File: src/rtl/sha256_pkg.sv
// Shared types and constants for the sha256 block front-end.
package sha256_pkg;

   localparam int         BLOCK_BYTES = 64;
   localparam int         LEN_OFS     = 56;
   localparam logic [7:0] PAD_BYTE    = 8'h80;

   typedef logic [511:0] block_t;

   typedef enum logic [2:0] {
      IDLE,
      FILL,
      PAD,
      ISSUE,
      WAIT,
      LENBLK,
      DONE
   } ctrl_state_t;

   // PAD_TAIL keeps data up to the last byte; PAD_LEN builds the extra length-only block
   typedef enum logic {
      PAD_TAIL,
      PAD_LEN
   } pad_mode_t;

endpackage

File: src/rtl/sha256_pad.sv
// Combinational padder: marks the message end with 0x80, zeroes the tail and
// places the big-endian bit length in bytes 56..63 when it fits.
module sha256_pad
   import sha256_pkg::*;
(
   input  block_t      blk_buf,
   input  logic [5:0]  last_pos,
   input  logic [63:0] bit_len,
   input  pad_mode_t   mode,
   output block_t      blk_out
);

   logic len_en;

   always_comb begin
      len_en  = (mode == PAD_LEN) || (int'(last_pos) + 1 <= LEN_OFS - 1);
      blk_out = '0;
      for (int i = 0; i < BLOCK_BYTES; i++) begin
         if (mode == PAD_TAIL) begin
            if (i <= int'(last_pos))
               blk_out[511 - 8*i -: 8] = blk_buf[511 - 8*i -: 8];
            else if (i == int'(last_pos) + 1)
               blk_out[511 - 8*i -: 8] = PAD_BYTE;
         end else if (i == 0 && last_pos == 6'd63) begin
            // a message ending on byte 63 had no room for the marker
            blk_out[511 - 8*i -: 8] = PAD_BYTE;
         end
         if (len_en && i >= LEN_OFS)
            blk_out[511 - 8*i -: 8] = bit_len[63 - 8*(i - LEN_OFS) -: 8];
      end
   end

endmodule

File: src/rtl/sha256_blk_ctrl.sv
// Byte-stream to 512-bit block sequencer for the sha256 core, with padding and length.
// Optional SHA256_BLK_CTRL_STATS_EN adds a wrapping count of issued blocks.
//
// state  | meaning
// IDLE   | one cycle after reset before accepting bytes
// FILL   | accepting message bytes into the block buffer
// PAD    | apply 0x80 marker / zero tail / length to the final data block
// ISSUE  | block offered to core, held until blk_ready
// WAIT   | core compressing, waiting for core_done
// LENBLK | build the extra block carrying only the length
// DONE   | msg_done pulse, rearm for the next message
module sha256_blk_ctrl
   import sha256_pkg::*;
#(
   parameter int LEN_W = 64
) (
   input  logic         clk,
   input  logic         resetn,
   input  logic         in_valid,
   output logic         in_ready,
   input  logic [7:0]   in_data,
   input  logic         in_last,
   output logic         blk_valid,
   input  logic         blk_ready,
   output logic [511:0] blk_data,
   output logic         blk_first,
   output logic         blk_last,
   input  logic         core_done,
   output logic         msg_done,
   output logic [31:0]  blk_count
);

   ctrl_state_t      state_q, state_d;
   block_t           buf_q, buf_d;
   logic [5:0]       ptr_q, ptr_d;
   logic [5:0]       last_pos_q, last_pos_d;
   logic [LEN_W-1:0] bitcnt_q, bitcnt_d;
   logic             first_q, first_d;
   logic             pend_len_q, pend_len_d;
   logic             blk_first_q, blk_first_d;
   logic             blk_last_q, blk_last_d;
   block_t           pad_out;
   pad_mode_t        pad_mode;

   assign pad_mode = (state_q == LENBLK) ? PAD_LEN : PAD_TAIL;

   sha256_pad u_pad (
      .blk_buf  (buf_q),
      .last_pos (last_pos_q),
      .bit_len  (64'(bitcnt_q)),
      .mode     (pad_mode),
      .blk_out  (pad_out)
   );

   always_comb begin
      state_d     = state_q;
      buf_d       = buf_q;
      ptr_d       = ptr_q;
      last_pos_d  = last_pos_q;
      bitcnt_d    = bitcnt_q;
      first_d     = first_q;
      pend_len_d  = pend_len_q;
      blk_first_d = blk_first_q;
      blk_last_d  = blk_last_q;
      case (state_q)
         IDLE: state_d = FILL;
         FILL: begin
            if (in_valid) begin
               buf_d[511 - 8*int'(ptr_q) -: 8] = in_data;
               bitcnt_d = bitcnt_q + LEN_W'(8);
               ptr_d    = ptr_q + 6'd1;
               if (in_last) begin
                  last_pos_d = ptr_q;
                  ptr_d      = '0;
                  state_d    = PAD;
               end else if (ptr_q == 6'd63) begin
                  blk_first_d = first_q;
                  blk_last_d  = 1'b0;
                  pend_len_d  = 1'b0;
                  state_d     = ISSUE;
               end
            end
         end
         PAD: begin
            buf_d       = pad_out;
            blk_first_d = first_q;
            // the length only fits if the 0x80 marker lands at or before byte 55
            if (last_pos_q <= 6'd54) begin
               blk_last_d = 1'b1;
               pend_len_d = 1'b0;
            end else begin
               blk_last_d = 1'b0;
               pend_len_d = 1'b1;
            end
            state_d = ISSUE;
         end
         ISSUE: begin
            if (blk_ready) begin
               first_d = 1'b0;
               state_d = WAIT;
            end
         end
         WAIT: begin
            if (core_done) begin
               if (pend_len_q)      state_d = LENBLK;
               else if (blk_last_q) state_d = DONE;
               else                 state_d = FILL;
            end
         end
         LENBLK: begin
            buf_d       = pad_out;
            pend_len_d  = 1'b0;
            blk_first_d = first_q;
            blk_last_d  = 1'b1;
            state_d     = ISSUE;
         end
         DONE: begin
            bitcnt_d = '0;
            first_d  = 1'b1;
            ptr_d    = '0;
            state_d  = FILL;
         end
         default: state_d = IDLE;
      endcase
   end

   always_ff @(posedge clk or negedge resetn) begin
      if (!resetn) begin
         state_q     <= IDLE;
         buf_q       <= '0;
         ptr_q       <= '0;
         last_pos_q  <= '0;
         bitcnt_q    <= '0;
         first_q     <= 1'b1;
         pend_len_q  <= 1'b0;
         blk_first_q <= 1'b0;
         blk_last_q  <= 1'b0;
      end else begin
         state_q     <= state_d;
         buf_q       <= buf_d;
         ptr_q       <= ptr_d;
         last_pos_q  <= last_pos_d;
         bitcnt_q    <= bitcnt_d;
         first_q     <= first_d;
         pend_len_q  <= pend_len_d;
         blk_first_q <= blk_first_d;
         blk_last_q  <= blk_last_d;
      end
   end

   assign in_ready  = (state_q == FILL);
   assign blk_valid = (state_q == ISSUE);
   assign msg_done  = (state_q == DONE);
   assign blk_data  = buf_q;
   assign blk_first = blk_first_q;
   assign blk_last  = blk_last_q;

`ifdef SHA256_BLK_CTRL_STATS_EN
   logic [31:0] blk_count_q, blk_count_d;

   always_comb begin
      blk_count_d = blk_count_q;
      if (blk_valid && blk_ready) blk_count_d = blk_count_q + 32'd1;
   end

   always_ff @(posedge clk or negedge resetn) begin
      if (!resetn) blk_count_q <= '0;
      else         blk_count_q <= blk_count_d;
   end

   assign blk_count = blk_count_q;
`else
   assign blk_count = 32'd0;
`endif

endmodule

File: config.mk
export PLATFORM = sky130hd
export DESIGN_NAME = sha256_blk_ctrl
export DESIGN_NICKNAME = d
export VERILOG_FILES = /design/src/rtl/sha256_pkg.sv /design/src/rtl/sha256_pad.sv /design/src/rtl/sha256_blk_ctrl.sv
export SDC_FILE = /design/constraint.sdc
export NUM_CORES = 1
export LEC_CHECK = 0
export CAP_MARGIN = 20
export CORE_UTILIZATION = 40
export CTS_CLUSTER_SIZE = 14
export DETAILED_ROUTE_END_ITERATION = 10
export PLACE_DENSITY = 0.67
export SLEW_MARGIN = 5
export SYNTH_ARGS = -nofsm -noshare
export SYNTH_HDL_FRONTEND = slang
export SYNTH_SLANG_ARGS = --single-unit
File: constraint.sdc
create_clock -name clk -period 3.7 [get_ports clk]
set_input_delay 0.925 -clock clk [delete_from_list [all_inputs] [get_ports clk]]
set_output_delay 0.925 -clock clk [all_outputs]
set_load 0.1 [all_outputs]
==> impl_metrics.ini <==
[outcome]
status = finished with violations
violations = design-rule violations

[pwr]
internal-power_mw = 12.58
combPwrFrac_pct = 32.3
p_leak_nw = 16.38
power.share.clock_pct = 34.1
switching_share_pct = 40.26
p_switching_mw = 8.479
power.density_nw_per_um2 = 603.0
ir_drop_mv = 0.4711
seqPwrFrac_pct = 33.6

[grt]
gr-usage-all-layers_pct = 32.75
antenna_found_initial = 3
grt_start_max_net_pins = 86
grt_pass1_wl_um = 164200
first_global_vias = 24580
gr-total-overflow = 0

[routing]
drt_iter0_drc = 2892
drtPass1Iterations = 8
drcViolationCount = 51
num_vias = 25070
wl_per_cell_um = 27.04
viasPerCell = 6.008
drt_wl_total_um = 112800
antenna_left = 0

[cts]
hold_buffers = 0
clk_pin_slew_worst_paths_ns = 0.06
clock_path_buffers = 3
cts_setup_buffers = 0
cts_tree = done
clkSinkCount = 592
cts_buffers = 66
post_cts_resized = 0
cts_root_buf = clkbuf_16
clkLatencyLatePin_ns = 0.63
cts.htree.levels = 3

[final_layout]
fillers = 5920
syn_to_final_growth_pct = 30.68
seqCellArea_sq_um = 14820
utilization_pct = 52.94
final_area_sq_um = 34930
multi_input_area_sq_um = 11080
final_layout_size_suffix_gt1_share_pct = 26.19
fin_nets = 3285

[timing]
relSlewSlack_pct = 22.19
hold_viol_final = 0
setup_viol = 0
fin_crit_sh_pct = 92.14
slew_violations = 0
whs_ns = 0.3289
min_period_ns = 3.409
rsz0062_at_grt = no
setup_tns_ns = 0
fin_worst_skew_ns = 0.03008
max_slew.worst_pin.slew_ns = 1.167
max_freq_mhz = 293.3

[critical_path]
reg2reg_to = blk_data[247]
crit_buf_inv = 0
critical_path_arrival_ns = 3.89
required_ns = 4.18
r2r_cells = 7
worstReg2RegStart = last_pos_q[0]
crit_cells = 7
worstPathCellList = ha_1 > and3_1 > nor3_1 > o21ai_1 > a21oi_1 > a211oi_1 > a21oi_1
ff2ff_setup_slack_ns = 0.29
start_kind = flop
cp_max_fo = 14
crit_family = compound AO/OA/AOI/OAI gates
cp_common_cell = a21oi_1
cp-end-kind = flop
crit_start = last_pos_q[0]
critPathKind = reg2reg
critPathSlowestCell = o21ai_1
max_stage_delay_ns = 0.89
endpoint = blk_data[247]

[yosys]
synthArstFlopShare_pct = 100.0
synth-main-ff-cell = dfrtp_1
synth-edff-count = 0
syn_area_per_cell_sq_um = 10.11
yosys-top-cells-count = dfrtp_1 (591), nand2_1 (377), o21ai_0 (259), nor2_1 (219), a22o_1 (194)
synth_seq_cells = 592
yosys-top-cells-area = dfrtp_1 (55%), a22o_1 (6.4%), nand2_1 (5.3%)
synth_area_sq_um = 26730
ys_warn_count = 0
synthCells = 2645
synth.top_cell.area_share_pct = 55.33
seq_area_frac_synth_pct = 55.43
synth_cell_types = 82
yosys.area.top_type = dfrtp_1
synth_most_common_cell = dfrtp_1

[placement]
finalWeightedCongestion = 0.9904
portBuffers = 530
dp_hpwl_um = 85120
placement.cell_area_sq_um = 32550

[worst_hold_path]
min_path_type = in2async

[floorplanning]
initial_core_util_pct = 40.51
io_pins = 563
die_area_sq_um = 67860
num_rows = 94
fp.dieW_um = 260.5
fp.dieH_um = 260.5
coreArea_sq_um = 65980

[run]
drv_cap = 0
-- cell families after synthesis --
logic type                 share of synthesized area [%]
and+or+nand+nor                                    15.79
AOI/OAI and AO/OA                                  20.83
DFF                                                55.43
xor gates and xnor gates                           1.770
other                                            0.01403
muxes                                              1.971
buffers and inverters                              3.637
adders and majority gates                         0.5617
-- through the flow --
step	power (mW)	instances	worst slack, ns
floorplan	11.39	2676	0.5654
global placement	13.73	4053	0.2630
detailed placement	13.81	4054	0.2386
CTS	20.95	4170	0.4616
global route	21.70	4173	0.2044
finish	21.06	4173	0.2907
-- cell type report --
cell class	instances	share of cell area [%]
inverters	28	0.3009
diodes	2	0.01433
multi-input cells	1863	31.71
clock inverters	27	1.293
flip-flops and latches	592	42.42
clock buffers	89	5.474
well taps	864	3.095
repair buffers	708	15.70
-- power groups by stage --
stage / logic [mW] / clock network, mW / registers [mW]
after floorplan: 2.85 / 0 / 8.54
after global placement: 6.56 / 0 / 7.17
after detailed placement: 6.64 / 0 / 7.18
after CTS: 6.65 / 7.23 / 7.06
after global routing: 7.09 / 7.51 / 7.10
final: 6.81 / 7.17 / 7.08
-- how the worst min path moves through the flow --
| stage | start | endpoint | slack [ns] | cells past startpoint |
|---|---|---|---|---|
| finish | resetn | blk_data[476] | 0.33 | 1 |
| detailed placement | blk_data[472] | blk_data[472] | 0.46 | 2 |
| floorplan | bitcnt_q[63] | bitcnt_q[63] | 0.46 | 1 |
| CTS | resetn | blk_data[476] | 0.37 | 1 |
| global placement | blk_data[106] | blk_data[106] | 0.46 | 2 |
| global route | resetn | blk_data[476] | 0.39 | 1 |
-- sequential cells by signal (all words and copies together), names as in the netlist --
| signal | flops |
|---|---|
| blk_last | 1 |
| last_pos_q | 6 |
| blk_first | 1 |
| bitcnt_q | 61 |
| state_q | 3 |
| pend_len_q | 1 |
| blk_data | 512 |
| ptr_q | 6 |
| first_q | 1 |
-- layer usage --
layer	track usage [%]	share of wire (%)	vias up
li1	-	-	10800
met1	42.69	39	12600
met2	52.90	48	1364
met3	6.002	8.5	306
met4	15.22	4.7	2
met5	0	0.0089	-
-- placed cells by master, fill, tap and decap left out, types with 9 or more instances in the layout --
cell type and count:
clkbuf_16 69, a31oi_1 15, clkdlybuf4s50_1 25, o211ai_1 14, o41ai_1 9, nand2_1 377, o21ai_0 258, a21oi_1 61
a22o_1 194, o31ai_1 66, o2bb2ai_1 18, nor3_1 33, buf_4 673, xor2_1 34, and3_1 16, a22oi_1 36
nor2b_1 21, nand3_1 121, or3_1 20, and2_1 12, dfrtp_1 591, nand2b_1 12, a32o_1 16, clkbuf_1 9
mux2_2 45, ha_1 12, o22a_1 15, xnor2_1 20, clkbuf_8 11, nor4_1 20, conb_1 32, inv_1 26
bufinv_16 10, nand4_1 23, nor2_1 218
-- worst register-to-register path: stages (launching register included) --
cell and delay [ns]:
dfrtp_1 0.51, ha_1 0.64, and3_1 0.39, nor3_1 0.08, o21ai_1 0.89, a21oi_1 0.26, a211oi_1 0.43, a21oi_1 0.07
No activity file was read; power rests on OpenSTA's default activity.
